===== src/rtl/cnn_layer_sequencer.sv =====
// CNN layer sequencer: launches each layer, waits for done, clears setting-done.
// Define CNN_SEQ_PERF_EN to build the run_cycles performance counter.
module cnn_layer_sequencer #(
  parameter int NUM_LAYERS = 4,
  parameter int LAYER_W    = 2,
  parameter int GAP_CYCLES = 2,
  parameter int CNT_W      = 32
) (
  input  logic               clk,
  input  logic               rst,
  input  logic [1:0]         setting_done_condition,
  input  logic               layer_done,
  input  logic               abort,
  input  logic               done_ack,
  output logic               layer_start,
  output logic [LAYER_W-1:0] layer_idx,
  output logic               busy,
  output logic               cnn_done,
  output logic               set_write_signal,
  output logic [1:0]         set_write_data,
  output logic [CNT_W-1:0]   run_cycles
);

  localparam int GW = (GAP_CYCLES > 1) ? $clog2(GAP_CYCLES) : 1;
  localparam int GAP_LOAD = (GAP_CYCLES > 0) ? GAP_CYCLES - 1 : 0;
  localparam logic [LAYER_W-1:0] LAST = LAYER_W'(NUM_LAYERS - 1);

  typedef enum logic [2:0] {
    S_IDLE,
    S_START,
    S_WAIT,
    S_GAP,
    S_CLEAR,
    S_DONE
  } state_e;

  state_e             state_q, state_d;
  logic [LAYER_W-1:0] idx_q, idx_d;
  logic [GW-1:0]      gap_q, gap_d;
  logic               abrt_q, abrt_d;
  logic               start_q, busy_q, done_q, wr_q;

  always_comb begin
    state_d = state_q;
    idx_d   = idx_q;
    gap_d   = gap_q;
    abrt_d  = abrt_q;
    unique case (state_q)
      S_IDLE: begin
        if (setting_done_condition == 2'b11 && !abort) begin
          state_d = S_START;
          idx_d   = '0;
          abrt_d  = 1'b0;
        end
      end
      S_START: begin
        if (abort) begin
          state_d = S_CLEAR;
          abrt_d  = 1'b1;
        end else begin
          state_d = S_WAIT;
        end
      end
      S_WAIT: begin
        if (abort) begin
          state_d = S_CLEAR;
          abrt_d  = 1'b1;
        end else if (layer_done) begin
          if (idx_q == LAST) begin
            state_d = S_CLEAR;
          end else if (GAP_CYCLES == 0) begin
            state_d = S_START;
            idx_d   = idx_q + LAYER_W'(1);
          end else begin
            state_d = S_GAP;
            gap_d   = GW'(GAP_LOAD);
          end
        end
      end
      S_GAP: begin
        if (abort) begin
          state_d = S_CLEAR;
          abrt_d  = 1'b1;
        end else if (gap_q == '0) begin
          state_d = S_START;
          idx_d   = idx_q + LAYER_W'(1);
        end else begin
          gap_d = gap_q - GW'(1);
        end
      end
      S_CLEAR: begin
        state_d = abrt_q ? S_IDLE : S_DONE;
      end
      S_DONE: begin
        if (done_ack) state_d = S_IDLE;
      end
      default: state_d = S_IDLE;
    endcase
  end

  // Outputs are registered copies of the next-state decode.
  always_ff @(posedge clk or negedge rst) begin
    if (!rst) begin
      state_q <= S_IDLE;
      idx_q   <= '0;
      gap_q   <= '0;
      abrt_q  <= 1'b0;
      start_q <= 1'b0;
      busy_q  <= 1'b0;
      done_q  <= 1'b0;
      wr_q    <= 1'b0;
    end else begin
      state_q <= state_d;
      idx_q   <= idx_d;
      gap_q   <= gap_d;
      abrt_q  <= abrt_d;
      start_q <= (state_d == S_START);
      busy_q  <= (state_d != S_IDLE) && (state_d != S_DONE);
      done_q  <= (state_d == S_DONE);
      wr_q    <= (state_d == S_CLEAR);
    end
  end

  assign layer_start      = start_q;
  assign layer_idx        = idx_q;
  assign busy             = busy_q;
  assign cnn_done         = done_q;
  assign set_write_signal = wr_q;
  assign set_write_data   = 2'b00;

`ifdef CNN_SEQ_PERF_EN
  logic [CNT_W-1:0] cyc_q, cyc_d;

  always_comb begin
    cyc_d = cyc_q;
    if (state_q == S_IDLE && state_d == S_START) begin
      cyc_d = '0;
    end else if (state_q != S_IDLE && state_q != S_DONE &&
                 cyc_q != '1) begin
      cyc_d = cyc_q + CNT_W'(1);
    end
  end

  always_ff @(posedge clk or negedge rst) begin
    if (!rst) cyc_q <= '0;
    else      cyc_q <= cyc_d;
  end

  assign run_cycles = cyc_q;
`else
  assign run_cycles = '0;
`endif

endmodule


===== config.mk =====
export PLATFORM = sky130hd
export DESIGN_NAME = cnn_layer_sequencer
export DESIGN_NICKNAME = d
export VERILOG_FILES = /design/src/rtl/cnn_layer_sequencer.sv
export SDC_FILE = /design/constraint.sdc
export NUM_CORES = 1
export LEC_CHECK = 0
export CAP_MARGIN = 20
export CORE_MARGIN = 2
export CORE_UTILIZATION = 36
export DETAILED_ROUTE_END_ITERATION = 6
export PLACE_DENSITY = 0.77
export RECOVER_POWER = 100
export SLEW_MARGIN = 10
export SYNTH_ARGS = -nofsm -noshare
export SYNTH_HDL_FRONTEND = slang
export SYNTH_SLANG_ARGS = --single-unit
export TNS_END_PERCENT = 20

===== constraint.sdc =====
create_clock -name clk -period 3.2 [get_ports clk]
set_clock_uncertainty 0.2 [all_clocks]
set_input_delay 0.64 -clock clk [delete_from_list [all_inputs] [get_ports clk]]
set_output_delay 0.64 -clock clk [all_outputs]
set_load 0.02 [all_outputs]

### Yosys cells after proc, flatten, opt, wreduce, memory -nomap -nowiden

Cells that the tools add are included.
W data, S select, Z words.

| word-level totals | value |
|---|---|
| output and inout port bits | 40 |
| logic and storage cells | 63 |
| bits in registers | 11 |
| input port bits | 7 |

| operators by class | value |
|---|---|
| reductions and logical operators | 12 |
| eq/ne operators | 18 |
| multiplexer cells | 23 |
| add/sub/neg operators | 2 |

Operator list:

| cell | number |
|---|---|
| $mux W3 | 9 |
| $pmux W3 S6 | 1 |
| $eq A3 B3 Y1 const B | 4 |
| $ne A2 B2 Y1 const B | 6 |
| $mux W1 | 7 |
| $eq A3 B1 Y1 const B | 2 |
| $eq A3 B2 Y1 const B | 2 |
| $mux W2 | 3 |
| $reduce_bool A2 Y1 | 3 |
| $reduce_and A5 Y1 | 1 |
| $eq A2 B2 Y1 const B | 2 |
| $pmux W1 S2 | 2 |
| $pmux W2 S2 | 1 |
| $reduce_and A4 Y1 | 1 |
| $logic_not A3 Y1 | 1 |
| $ne A3 B3 Y1 const B | 1 |
| $reduce_and A3 Y1 | 1 |
| $reduce_bool A3 Y1 | 1 |
| $reduce_or A3 Y1 | 1 |
| $add A2 B1 Y2 const B | 1 |
| $logic_and A1 B1 Y1 | 2 |
| $ne A2 B1 Y1 const B | 1 |
| $logic_not A1 Y1 | 1 |
| $sub A1 B1 Y1 const B | 1 |

### Logic depth before layout (Yosys ltp)

Gate-level depths: netlist (run 1).

| depth | value |
|---|---|
| word-level depth | 7 |
| mapped depth | 6 |

### Worst setup path after synthesis (run 1)

Ideal clock, no wire load.

| timing path | value |
|---|---|
| path kind | reg-to-reg |
| start point | register idx_q[0], in the netlist layer_idx[0] |
| end point | register idx_q[0], in the netlist layer_idx[0] |
| data arrival time | 1,361 ps |
| setup slack | 1,503 ps |
| required time | 2,864 ps |
| clock period less this slack | 1,697 ps |
| cell stages (with the launch flop) | 6 |
| setup time | 136 ps |
| path through | dfrtp_1 -> ha_1 -> nor2b_1 -> o22a_1 -> nor4b_4 -> mux2i_2 |

| on the way | value |
|---|---|
| cells in the longest elaborated chain, start to end | 4 |

RTL lines:

| element | line | text |
|---|---|---|
| from (decl) | 38 | `logic [LAYER_W-1:0] idx_q, idx_d;` |
| from (signal assigned) | 114 | `idx_q <= idx_d;` |
| $add A2 B1 Y2 | 86 | `idx_d = idx_q + LAYER_W'(1);` |
| $mux W2 | 84 | `end else if (gap_q == '0) begin` |
| $mux W2 | 81 | `if (abort) begin` |
| $pmux W2 S2 | 48 | `unique case (state_q)` |

No other way between the ends. The select of a mux whose other input is x is not followed.
A chain may end at the register's enable or synchronous reset.

### Worst setup path after layout (run 1)

| timing path | value |
|---|---|
| start point | input port abort |
| end point | register idx_q[0], in the netlist layer_idx[0] |

| on the way | value |
|---|---|
| cells in the longest elaborated chain, start to end | 4 |
| elaborated cells between the ends (all ways) | 5 |
| those cells by class | 2 x eq/ne; 3 x reduce/logical |

RTL lines:

| element | line | text |
|---|---|---|
| from (decl) | 13 | `input logic abort,` |
| $logic_not A1 Y1 | 50 | `if (setting_done_condition == 2'b11 && !abort) begin` |
| $logic_and A1 B1 Y1 | 50 |  |
| $ne A2 B2 Y1 (no source line) | n/a |  |
| $reduce_and A4 Y1 (no source line) (*) | n/a |  |

Mark *: on every way between the ends. The rest lies on a longest branch, timed or not.

==> implementation parameters, run 1 <==
Parameter                              Value

Timing
  Worst slew margin relative to its limit    a little under three fifths
  Count of final hold-check violations    0
  RSZ-0062 raised after global routing    false
  Final period utilization    approximately four fifths
  Number of failing setup endpoints in the final timing report    0
  Post-route worst setup slack    0.697 ns
  Max Transition Viols Final    0
  Total Negative Setup Slacks    0 ns
  Achievable frequency    0.400 GHz
  Minimum clock period after layout    2.50 ns
  Transition at the pin with the smallest max-transition slack    between 0.6 and 0.7 ns

Pwr
  Cell Pwr Density    between 700 and 800 nW/um2
  Worst ir drop on vdd    between 0.2 and 0.3 mV
  Overall power consumption    between 0.0006 and 0.0007 W
  Total leakage power    between 0.4 and 0.5 nW

Setup path
  Endpoint type of the worst setup path    register
  Critical Path, Cell by Cell    dlygate4sd3_1, nor2_1, inv_2, nor4b_1, mux2i_2
  Critical Setup Path Class    in -> reg
  Largest fanout on the critical path    8
  Peak per-stage delay on the critical path    0.62 ns
  Critical Path Source Type    primary input
  Critical path data required time    approximately 3.1 ns
  Arrival time of the worst setup path    2.42 ns
  Crit path max-delay cell type    nor4b_1

Global route
  Met1 global-route usage    8.74%
  Global route hottest layer    met2
  Via count of the first global-routing pass    415
  Met2 usage    roughly 16%
  Global route overflow    0
  Total routing usage reported by global routing    under 10%
  Global-route wire length before repair    1720 um
  Pin count of the biggest net entering global routing    12
  Met3 usage    under 10%
  Antenna violations before repair    0

Route
  Detailed-route DRC error count    0
  DR vias/cell    3.79
  Number of optimization iterations in the first detailed-route pass    4
  Final ANT Viol Nets    0
  Final wirelength    1120 um
  Via count    477
  Number of DRC markers in iteration 0    10
  WL/cell    about 9 um

Yosys
  Synth Warn #    0
  Synth top area share    34.3%
  Largest area contributor in the synthesized netlist    dfrtp_1
  Share of the yosys chip area belonging to registers    34.3%
  Total of flip-flops plus latches after synthesis    11
  Number of standard cells after synthesis    84
  Cell types occupying the most area after synthesis    dfrtp_1 34%, buf_4 32%, nor4b_4 3.0%
  Count of unique library cells instantiated by Yosys    30
  Synthesized area per cell    between 9 and 10 um2
  Mapped cell area    803 um2

Die
  DIE AREA    approximately 2600 um2
  Core area    between 2000 and 2500 um2
  Total number of placement rows    17
  Ports    between 40 and 50
  Die boundary height    roughly 51 um
  Horizontal extent of the die    slightly above 50 um
  Initial core utilization    37.0%

CTS
  TritonCTS clock tree    done
  Post-CTS clock slew at the launch and capture registers of the worst setup and hold paths    ~0.070 ns
  Level count of the clock H-tree    1
  Number of instances resized during post-cts repair    0
  Number of buffers created by CTS    3
  Number of clock sinks    11
  Hold Buf Count CTS    0
  Root buffer cell    clkbuf_4
  Later-pin clock latency in the skew report    between 0.2 and 0.3 ns
  Setup fix buffers added after clock tree synthesis    0
  Max Root-Sink Buffers    2

Finish
  Area Overhead vs Synth    2.80%
  Antenna Cells    0
  Commonest non-fill, non-tap cell in the layout    conb_1
  Most frequent cells in the layout    34 x conb_1, 11 x dfrtp_1, 10 x dlygate4sd3_1
  Fin util    38.1%
  Nets@finish    between 100 and 150
  Post-route insts no fill    about 130
  Fill cell total of the finished layout    between 200 and 250
  Fraction of final layout cells with drive strength greater than 1    13.3%

Flow run
  Max-cap violations    0

Worst hold path
  Worst hold path class    reg -> reg

Placement
  Final RePlAce weighted congestion    about 0.78
  Cell total after placement    roughly 120
  I/O Buffers    12
  Worst Setup Slack post-DPL    slightly above 0.9 ns
  Final HPWL DP    916 um

Status
  Outcome    complete, no violations
path summary, 6_finish.rpt:
| kind | startpoint | endpoint | slack, ns | cells after the start |
|---|---|---|---|---|
| hold reg to reg | layer_idx[0] | layer_idx[0] | 0.32 | 1 |
| hold / removal | layer_idx[0] | layer_idx[0] | 0.32 | 1 |
| setup / recovery | abort | layer_idx[0] | 0.70 | 5 |
| min in group asynchronous | rst | state_q[0] | 0.56 | 1 |
| setup reg to reg | layer_idx[0] | layer_idx[0] | 1.16 | 5 |
| max in group asynchronous | rst | cnn_done | 1.91 | 1 |
final cells by class:
cell class                 instances  area, um2  area share, %
sequential                        11        275           33.3
clock buffer                       3       22.5           2.73
multi-input combinational         64        339           41.1
clock inverter                     1       5.00          0.606
timing repair buffer              12        120           14.5
tap                               28       35.0           4.24
inverter                           7       28.8           3.48
critical path: cells and delay by family:
kind,cells,cell delay (ns)
and+or+nand+nor,2,1.03
buffers and inverters,2,0.63
muxes,1,0.13
per-stage QoR:
| step | cell area, um2 | hold WS [ns] |
|---|---|---|
| floorplan | 927 | 0.144 |
| global placement | 816 | 0.317 |
| detailed placement | 816 | 0.313 |
| CTS | 843 | 0.332 |
| global route | 826 | 0.337 |
| finish | 826 | 0.322 |
sequential cells by signal, summed over array words and instances (netlist names):
register and cells:
cnn_done 1, set_write_signal 1, layer_idx 2, abrt_q 1, state_q 3, busy 1
layer_start 1, gap_q 1
kinds of logic (layout without fill, tap and decap cells):
| logic type | Yosys count | count (layout) | synth area share (%) |
|---|---|---|---|
| buffers and inverters | 42 | 23 | 36.8 |
| and+or+nand+nor | 17 | 17 | 14.5 |
| DFF | 11 | 11 | 34.3 |
| AOI/OAI and AO/OA | 10 | 10 | 9.35 |
| muxes | 2 | 2 | 3.11 |
| adders and majority gates | 1 | 1 | 1.56 |
| other | 1 | 34 | 0.467 |
power breakdown:
part	internal [W]	total (W)	switching, W	leakage (nW)
sequential	0.000192	0.000235	0.0000427	0.144
clock	0.0000463	0.0000948	0.0000485	0.0177
combinational	0.000118	0.000275	0.000157	0.291
synthesized netlist by cell type:
cell type and number:
nand3_1 2, a21boi_1 1, conb_1 1, nor2_2 1, nand2_1 5, nand2b_2 1
inv_2 1, nor2b_1 1, buf_4 34, mux2_2 1, and2b_2 1, a21oi_1 2
inv_4 1, o21ai_0 1, mux2i_2 1, and2_1 1, dfrtp_1 11, buf_6 1
o22a_1 1, a31oi_1 2, o22ai_2 1, nand3b_1 1, nor2_1 1, a2bb2oi_1 1
or3_1 1, nor4b_4 1, ha_1 1, and3b_2 1, a211o_2 1, inv_1 5
per-layer routing:
metal	vias to the layer above	share of wire, %
met1	211	37
met3	5	9.2
met2	27	52
met4	0	1.9
met5	-	0
li1	234	-
Power figures use the tool's default switching activity.
==> inputs of run 2 (changes only) <==
==> constraint.sdc (replaced) <==
create_clock -name clk -period 2.5 [get_ports clk]
set_clock_uncertainty 0.2 [all_clocks]
set_input_delay 0.5 -clock clk [delete_from_list [all_inputs] [get_ports clk]]
set_output_delay 0.5 -clock clk [all_outputs]
set_load 0.02 [all_outputs]
==> implementation parameters, run 2 (synthesis gave the netlist of run 1 again) <==
Parameter                              Value

Worst hold path
  Worst hold path class    reg -> reg

Pwr
  Cell Pwr Density    933 nW/um2 (+28%)
  Sequential fraction of design power    38.6% (-0.2 points)
  Switching power    0.000311 W (+26%)
  Power Internal    0.000462 W (+30%)
  Clock network fraction of design power    15.5% (-0.2 points)
  Worst ir drop on vdd    0.321 mV (+24%)
  Total leakage power    0.452 nW (-0.16%)
  Switching share of power    40.3% (-0.75 points)
  Comb power frac    45.9% (+0.4 points)

Finish
  Commonest non-fill, non-tap cell in the layout    conb_1
  Fraction of final layout cells with drive strength greater than 1    12.1% (-1.1 points)
  Nets@finish    108 (+0.93%)
  Max FFs per register    3 (unchanged)
  Most flops, register    state_q
  Register Area    275 um2 (unchanged)
  Area Overhead vs Synth    3.12%
  Antenna Cells    0 (unchanged)
  Fill cell total of the finished layout    232 (-0.85%)
  Most frequent cells in the layout    34 x conb_1, 11 x dfrtp_1, 9 x dlygate4sd3_1
  Multi-input combinational cell area    339 um2 (unchanged)

Global route
  Global-route wire length before repair    1770 um (+2.8%)
  Via count of the first global-routing pass    393 (-5.3%)
  Pin count of the biggest net entering global routing    12 (unchanged)
  Total routing usage reported by global routing    9.44% (+0.33 points)
  Global route overflow    0 (unchanged)
  Antenna violations before repair    0 (unchanged)

Timing
  Final period utilization    roughly nine tenths
  Worst slew margin relative to its limit    56.1% (+0.52 points)
  Final hold slack    0.322 ns (-0.000139 ns)
  Total Negative Setup Slacks    0 ns (unchanged)
  RSZ-0062 raised after global routing    false
  Transition at the pin with the smallest max-transition slack    0.650 ns (-0.00774 ns)
  Minimum clock period after layout    2.21 ns
  Number of failing setup endpoints in the final timing report    0 (unchanged)
  Count of final hold-check violations    0 (unchanged)
  Max Transition Viols Final    0 (unchanged)
  Achievable frequency    ~0.45 GHz

Setup path
  Critical path data required time    2.43 ns (-0.69 ns)
  Start of the worst register-to-register path    layer_idx[0]
  Reg2reg setup slack    0.45 ns (-0.71 ns)
  Termination of the worst setup path    layer_idx[0]
  Critical Path, Cell by Cell    dlygate4sd3_1, nor2b_1, o22a_1, nor4b_1, mux2i_2
  Arrival time of the worst setup path    2.13 ns (-0.29 ns)
  Largest fanout on the critical path    3 (-5)
  Cells on worst reg2reg path    5 (unchanged)
  Peak per-stage delay on the critical path    0.57 ns (-0.05 ns)
  Crit path max-delay cell type    dlygate4sd3_1
  Critical Path Source Type    primary input
  Critical path startpoint    layer_done
  Endpoint of the worst-slack reg-to-reg timing path    layer_idx[0]
  Critical Setup Path Class    in -> reg
  Endpoint type of the worst setup path    register

Route
  WL/cell    8.49 um (-4.8%)
  Number of optimization iterations in the first detailed-route pass    3 (-1)
  Detailed-route DRC error count    0 (unchanged)
  Number of DRC markers in iteration 0    2 (-8)
  Final wirelength    1080 um (-4.1%)
  DR vias/cell    3.79 (about the same)
  Final ANT Viol Nets    0 (unchanged)
  Via count    481 (+0.84%)

Flow run
  Max-cap violations    0 (unchanged)

CTS
  Setup fix buffers added after clock tree synthesis    0 (unchanged)
  TritonCTS clock tree    done
  Post-CTS clock slew at the launch and capture registers of the worst setup and hold paths    0.07 ns (about the same)
  Root buffer cell    clkbuf_4
  Hold Buf Count CTS    0 (unchanged)
  Level count of the clock H-tree    1 (unchanged)
  Max Root-Sink Buffers    2 (unchanged)
  Number of buffers created by CTS    3 (unchanged)
  Number of instances resized during post-cts repair    0 (unchanged)
  Number of clock sinks    11 (unchanged)
  Later-pin clock latency in the skew report    0.27 ns (about the same)

Placement
  I/O Buffers    12 (unchanged)
  Final RePlAce weighted congestion    0.811 (+3.4%)
  Final HPWL DP    856 um (-6.6%)

Die
  DIE AREA    2630 um2 (unchanged)
  Core area    2170 um2 (unchanged)
  Initial core utilization    37.0% (unchanged)
  Ports    47 (unchanged)
  Total number of placement rows    17 (unchanged)
  Die boundary height    51.2 um (unchanged)
  Horizontal extent of the die    51.2 um (unchanged)

Status
  Outcome    complete, no violations
[run 2: worst min-delay path by stage]
stage	startpoint	cells past startpoint	slack, ns	end
finish	layer_idx[0]	1	0.32	layer_idx[0]
global route	layer_idx[0]	1	0.35	layer_idx[0]
CTS	layer_idx[0]	1	0.34	layer_idx[0]
detailed placement	layer_idx[0]	1	0.32	layer_idx[0]
global placement	layer_idx[0]	1	0.32	layer_idx[0]
floorplan	rst	0	0.004	abrt_q
[run 2: layout make-up]
type	instances	share of cell area, %
Multi-Input combinational cell	64	40.9
Inverter	7	3.47
Sequential cell	11	33.2
Clock buffer	4	3.17
Tap cell	28	4.23
Timing Repair Buffer	13	15.0
[run 2: stage by stage]
stage	setup WS [ns]	instances	power, W	utilization (%)	cell area (um2)
floorplan	0.803	117	0.000620	-	927
global placement	0.457	123	0.000688	37.9	823
detailed placement	0.406	123	0.000694	37.9	823
CTS	0.468	127	0.000818	39.2	850
global route	0.223	127	0.000839	38.2	828
finish	0.294	127	0.000773	38.2	828
[run 2: per-layer routing]
layer | GRT usage [%] | vias to the layer above | routed length [um]
li1 | - | 232 | -
met1 | 9.89 | 218 | 403
met2 | 15.4 | 27 | 513
met3 | 3.80 | 4 | 133
met4 | 6.58 | 0 | 27
met5 | 0 | - | 0
[run 2: power groups by stage]
| stage | registers (W) | clock network (W) | logic, W |
|---|---|---|---|
| after floorplan | 0.000333 | 0 | 0.000287 |
| after global routing | 0.000313 | 0.000133 | 0.000393 |
| after CTS | 0.000301 | 0.000125 | 0.000392 |
| after global placement | 0.000304 | 0 | 0.000384 |
| after detailed placement | 0.000304 | 0 | 0.000391 |
| final | 0.000298 | 0.000120 | 0.000355 |
[run 2: worst max-delay path, delay by kind of cell]
family	cells	cell delay, ns
and+or+nand+nor	2	0.74
buffers and inverters	1	0.57
AOI/OAI and AO/OA	1	0.18
muxes	1	0.13
==> inputs of run 3 (changes only) <==
--- a/config.mk
+++ b/config.mk
@@ -5,12 +5,13 @@
 export SDC_FILE = /design/constraint.sdc
 export NUM_CORES = 1
 export LEC_CHECK = 0
+export ABC_AREA = 1
 export CAP_MARGIN = 20
 export CORE_MARGIN = 2
-export CORE_UTILIZATION = 36
+export CORE_UTILIZATION = 38
 export DETAILED_ROUTE_END_ITERATION = 6
-export PLACE_DENSITY = 0.77
-export RECOVER_POWER = 100
+export PLACE_DENSITY = 0.8
+export RECOVER_POWER = 25
 export SLEW_MARGIN = 10
 export SYNTH_ARGS = -nofsm -noshare
 export SYNTH_HDL_FRONTEND = slang
==> implementation parameters, run 3 <==
Parameter                              Value

Status
  Outcome    complete, no violations

Timing
  Max Transition Viols Final    0 (unchanged)
  Number of failing setup endpoints in the final timing report    0 (unchanged)
  Final period utilization    79.4% (-8.8 points)
  RSZ-0062 raised after global routing    false
  Count of final hold-check violations    0 (unchanged)
  Minimum clock period after layout    1.99 ns (-0.221 ns)
  Achievable frequency    0.504 GHz (+11%)
  Total Negative Setup Slacks    0 ns (unchanged)

Route
  Detailed-route DRC error count    0 (unchanged)
  WL/cell    8.64 um (+1.8%)
  Number of DRC markers in iteration 0    17 (+15)
  Via count    577 (+20%)
  DR vias/cell    3.98 (+5.1%)
  Number of optimization iterations in the first detailed-route pass    4 (+1)
  Final ANT Viol Nets    0 (unchanged)
  Final wirelength    1250 um (+16%)

Yosys
  Most repeated cell in the gate-level netlist after synthesis    buf_4
  Share of the yosys chip area belonging to registers    33.1% (-1.2 points)
  Most frequently used flop master after synthesis    dfrtp_1
  Number of standard cells after synthesis    104 (+24%)
  Cell types occupying the most area after synthesis    dfrtp_1 33%, buf_4 31%, nand3_1 6.0%
  Count of unique library cells instantiated by Yosys    20 (-33%)
  Synth top area share    33.1% (-1.2 points)
  Most frequent cells after synthesis    34 x buf_4, 11 x dfrtp_1, 11 x inv_1
  Total of flip-flops plus latches after synthesis    11 (unchanged)
  Number of enable-type register cells in the synthesized netlist    0 (unchanged)
  Largest area contributor in the synthesized netlist    dfrtp_1
  Mapped cell area    832 um2 (+3.6%)
  Asr flop ratio synth    100% (unchanged)
  Synth Warn #    0 (unchanged)
  Synthesized area per cell    8.00 um2 (-16%)

Finish
  Register Area    275 um2 (unchanged)
  Commonest non-fill, non-tap cell in the layout    conb_1
  Antenna Cells    0 (unchanged)
  Area Overhead vs Synth    4.51%
  Max FFs per register    3 (unchanged)
  Most frequent cells in the layout    34 x conb_1, 11 x inv_1, 11 x dfrtp_1, 11 x clkdlybuf4s50_1, 10 x nand3_1
  Nets@finish    127 (+18%)
  Post-route standard cell area excluding fillers    870 um2 (+5.0%)
  Most flops, register    state_q
  Fill cell total of the finished layout    211 (-9.1%)
  Fraction of final layout cells with drive strength greater than 1    11.9% (-0.26 points)
  Multi-input combinational cell area    365 um2 (+7.7%)

Pwr
  Sequential fraction of design power    39.6% (+1.0 points)
  Switching power    0.000307 W (-1.3%)
  Cell Pwr Density    826 nW/um2 (-12%)
  Worst ir drop on vdd    0.313 mV (-2.6%)
  Total leakage power    0.489 nW (+8.3%)
  Switching share of power    42.8% (+2.5 points)
  Power Internal    0.000411 W (-11%)
  Comb power frac    44.0% (-1.9 points)
  Clock network fraction of design power    16.4% (+0.9 points)

Die
  Initial core utilization    41.2% (+4.1 points)
  Ports    47 (unchanged)
  Horizontal extent of the die    50.8 um (-0.86%)
  Total number of placement rows    16 (-1)
  Core area    2020 um2 (-6.8%)
  Die boundary height    50.8 um (-0.86%)
  DIE AREA    2580 um2 (-1.7%)

Placement
  Final RePlAce weighted congestion    1.00 (+24%)
  Cell area reported after detailed placement    843 um2 (+2.4%)
  Final HPWL DP    1040 um (+21%)
  I/O Buffers    12 (unchanged)

Setup path
  Critical Path, Cell by Cell    clkdlybuf4s50_1
  Critical Setup Path Class    reg -> out
  Critical path data required time    1.80 ns (-0.63 ns)
  Critical Path Source Type    register
  Crit path max-delay cell type    clkdlybuf4s50_1
  Top cell family by delay on the critical path    buffers and inverters
  Arrival time of the worst setup path    1.29 ns (-0.84 ns)
  Count of buffering cells on the critical path with inverters included    1 (unchanged)
  Largest fanout on the critical path    4 (+1)
  Endpoint type of the worst setup path    output port
  Peak per-stage delay on the critical path    0.62 ns (+0.05 ns)

CTS
  Post-CTS clock slew at the launch and capture registers of the worst setup and hold paths    0.07 ns (about the same)
  Level count of the clock H-tree    1 (unchanged)
  Setup fix buffers added after clock tree synthesis    0 (unchanged)
  Number of buffers created by CTS    3 (unchanged)
  Number of clock sinks    11 (unchanged)
  Number of instances resized during post-cts repair    0 (unchanged)
  Later-pin clock latency in the skew report    0.26 ns (about the same)
  Root buffer cell    clkbuf_4
  Max Root-Sink Buffers    2 (unchanged)
  TritonCTS clock tree    done
  Hold Buf Count CTS    0 (unchanged)

Worst hold path
  Worst hold path class    reg -> reg

Global route
  Via count of the first global-routing pass    480 (+22%)
  Total routing usage reported by global routing    10.3% (+0.83 points)
  Global route overflow    0 (unchanged)
  Antenna violations before repair    0 (unchanged)
  Global-route wire length before repair    1930 um (+9.4%)
  Pin count of the biggest net entering global routing    12 (unchanged)

Flow run
  Max-cap violations    0 (unchanged)
run 3: routing by layer:
layer / up-vias / global-route usage [%] / wire length [um]
li1: 282 / - / -
met1: 265 / 11.7 / 482
met2: 30 / 17.1 / 658
met3: 0 / 4.46 / 112
met4: 0 / 3.60 / 0
met5: - / 0 / 0
run 3: path summary, 6_finish.rpt:
| kind | end | startpoint | slack (ns) | depth (start not counted) |
|---|---|---|---|---|
| worst max-delay path | layer_idx[0] | layer_idx[0] | 0.51 | 1 |
| worst min-delay path | abrt_q | abrt_q | 0.28 | 2 |
| worst max register to register | busy | layer_idx[0] | 0.92 | 9 |
| worst min register to register | abrt_q | abrt_q | 0.28 | 2 |
| max in group asynchronous | layer_start | rst | 1.34 | 1 |
| min in group asynchronous | abrt_q | rst | 0.43 | 1 |
run 3: cells by family (layout without fill, tap and decap cells):
| kind of cell | after synthesis | in the layout | share of synthesized area (%) |
|---|---|---|---|
| fa+ha+maj | 1 | 1 | 1.50 |
| buf+inv | 48 | 29 | 37.9 |
| simple gates | 36 | 36 | 21.8 |
| other cells | 1 | 34 | 0.451 |
| compound gates | 7 | 7 | 5.26 |
| flops | 11 | 11 | 33.1 |
run 3: area by class of cell:
| class | count | share of cell area [%] |
|---|---|---|
| multi-input combinational | 78 | 42.0 |
| sequential | 11 | 31.7 |
| timing repair buffer | 12 | 13.8 |
| inverter | 13 | 5.61 |
| tap | 27 | 3.88 |
| clock buffer | 4 | 3.02 |
run 3: power groups by stage:
stage,Clock [W],Sequential [W],Combinational (W)
floorplan,0,0.000300,0.000256
global placement,0,0.000287,0.000308
detailed placement,0,0.000287,0.000315
CTS,0.000121,0.000284,0.000316
global route,0.000134,0.000293,0.000350
finish,0.000118,0.000284,0.000316
run 3: metrics by stage:
stage | instances | hold slack (ns) | util, % | total power (W) | setup WS [ns]
2_1_floorplan | 137 | 0.00441 | - | 0.000556 | 0.957
3_3_place_gp | 141 | 0.270 | 41.7 | 0.000594 | 0.568
3_5_place_dp | 141 | 0.268 | 41.7 | 0.000602 | 0.496
4_1_cts | 145 | 0.286 | 43.0 | 0.000721 | 0.498
5_1_grt | 145 | 0.334 | 43.0 | 0.000777 | 0.457
6_report | 145 | 0.285 | 43.0 | 0.000718 | 0.515
run 3: tightest hold or removal path, cell delays in order (launching register included):
cell,delay (ns)
dfrtp_1,0.35
nand2_1,0.06
o31ai_1,0.05
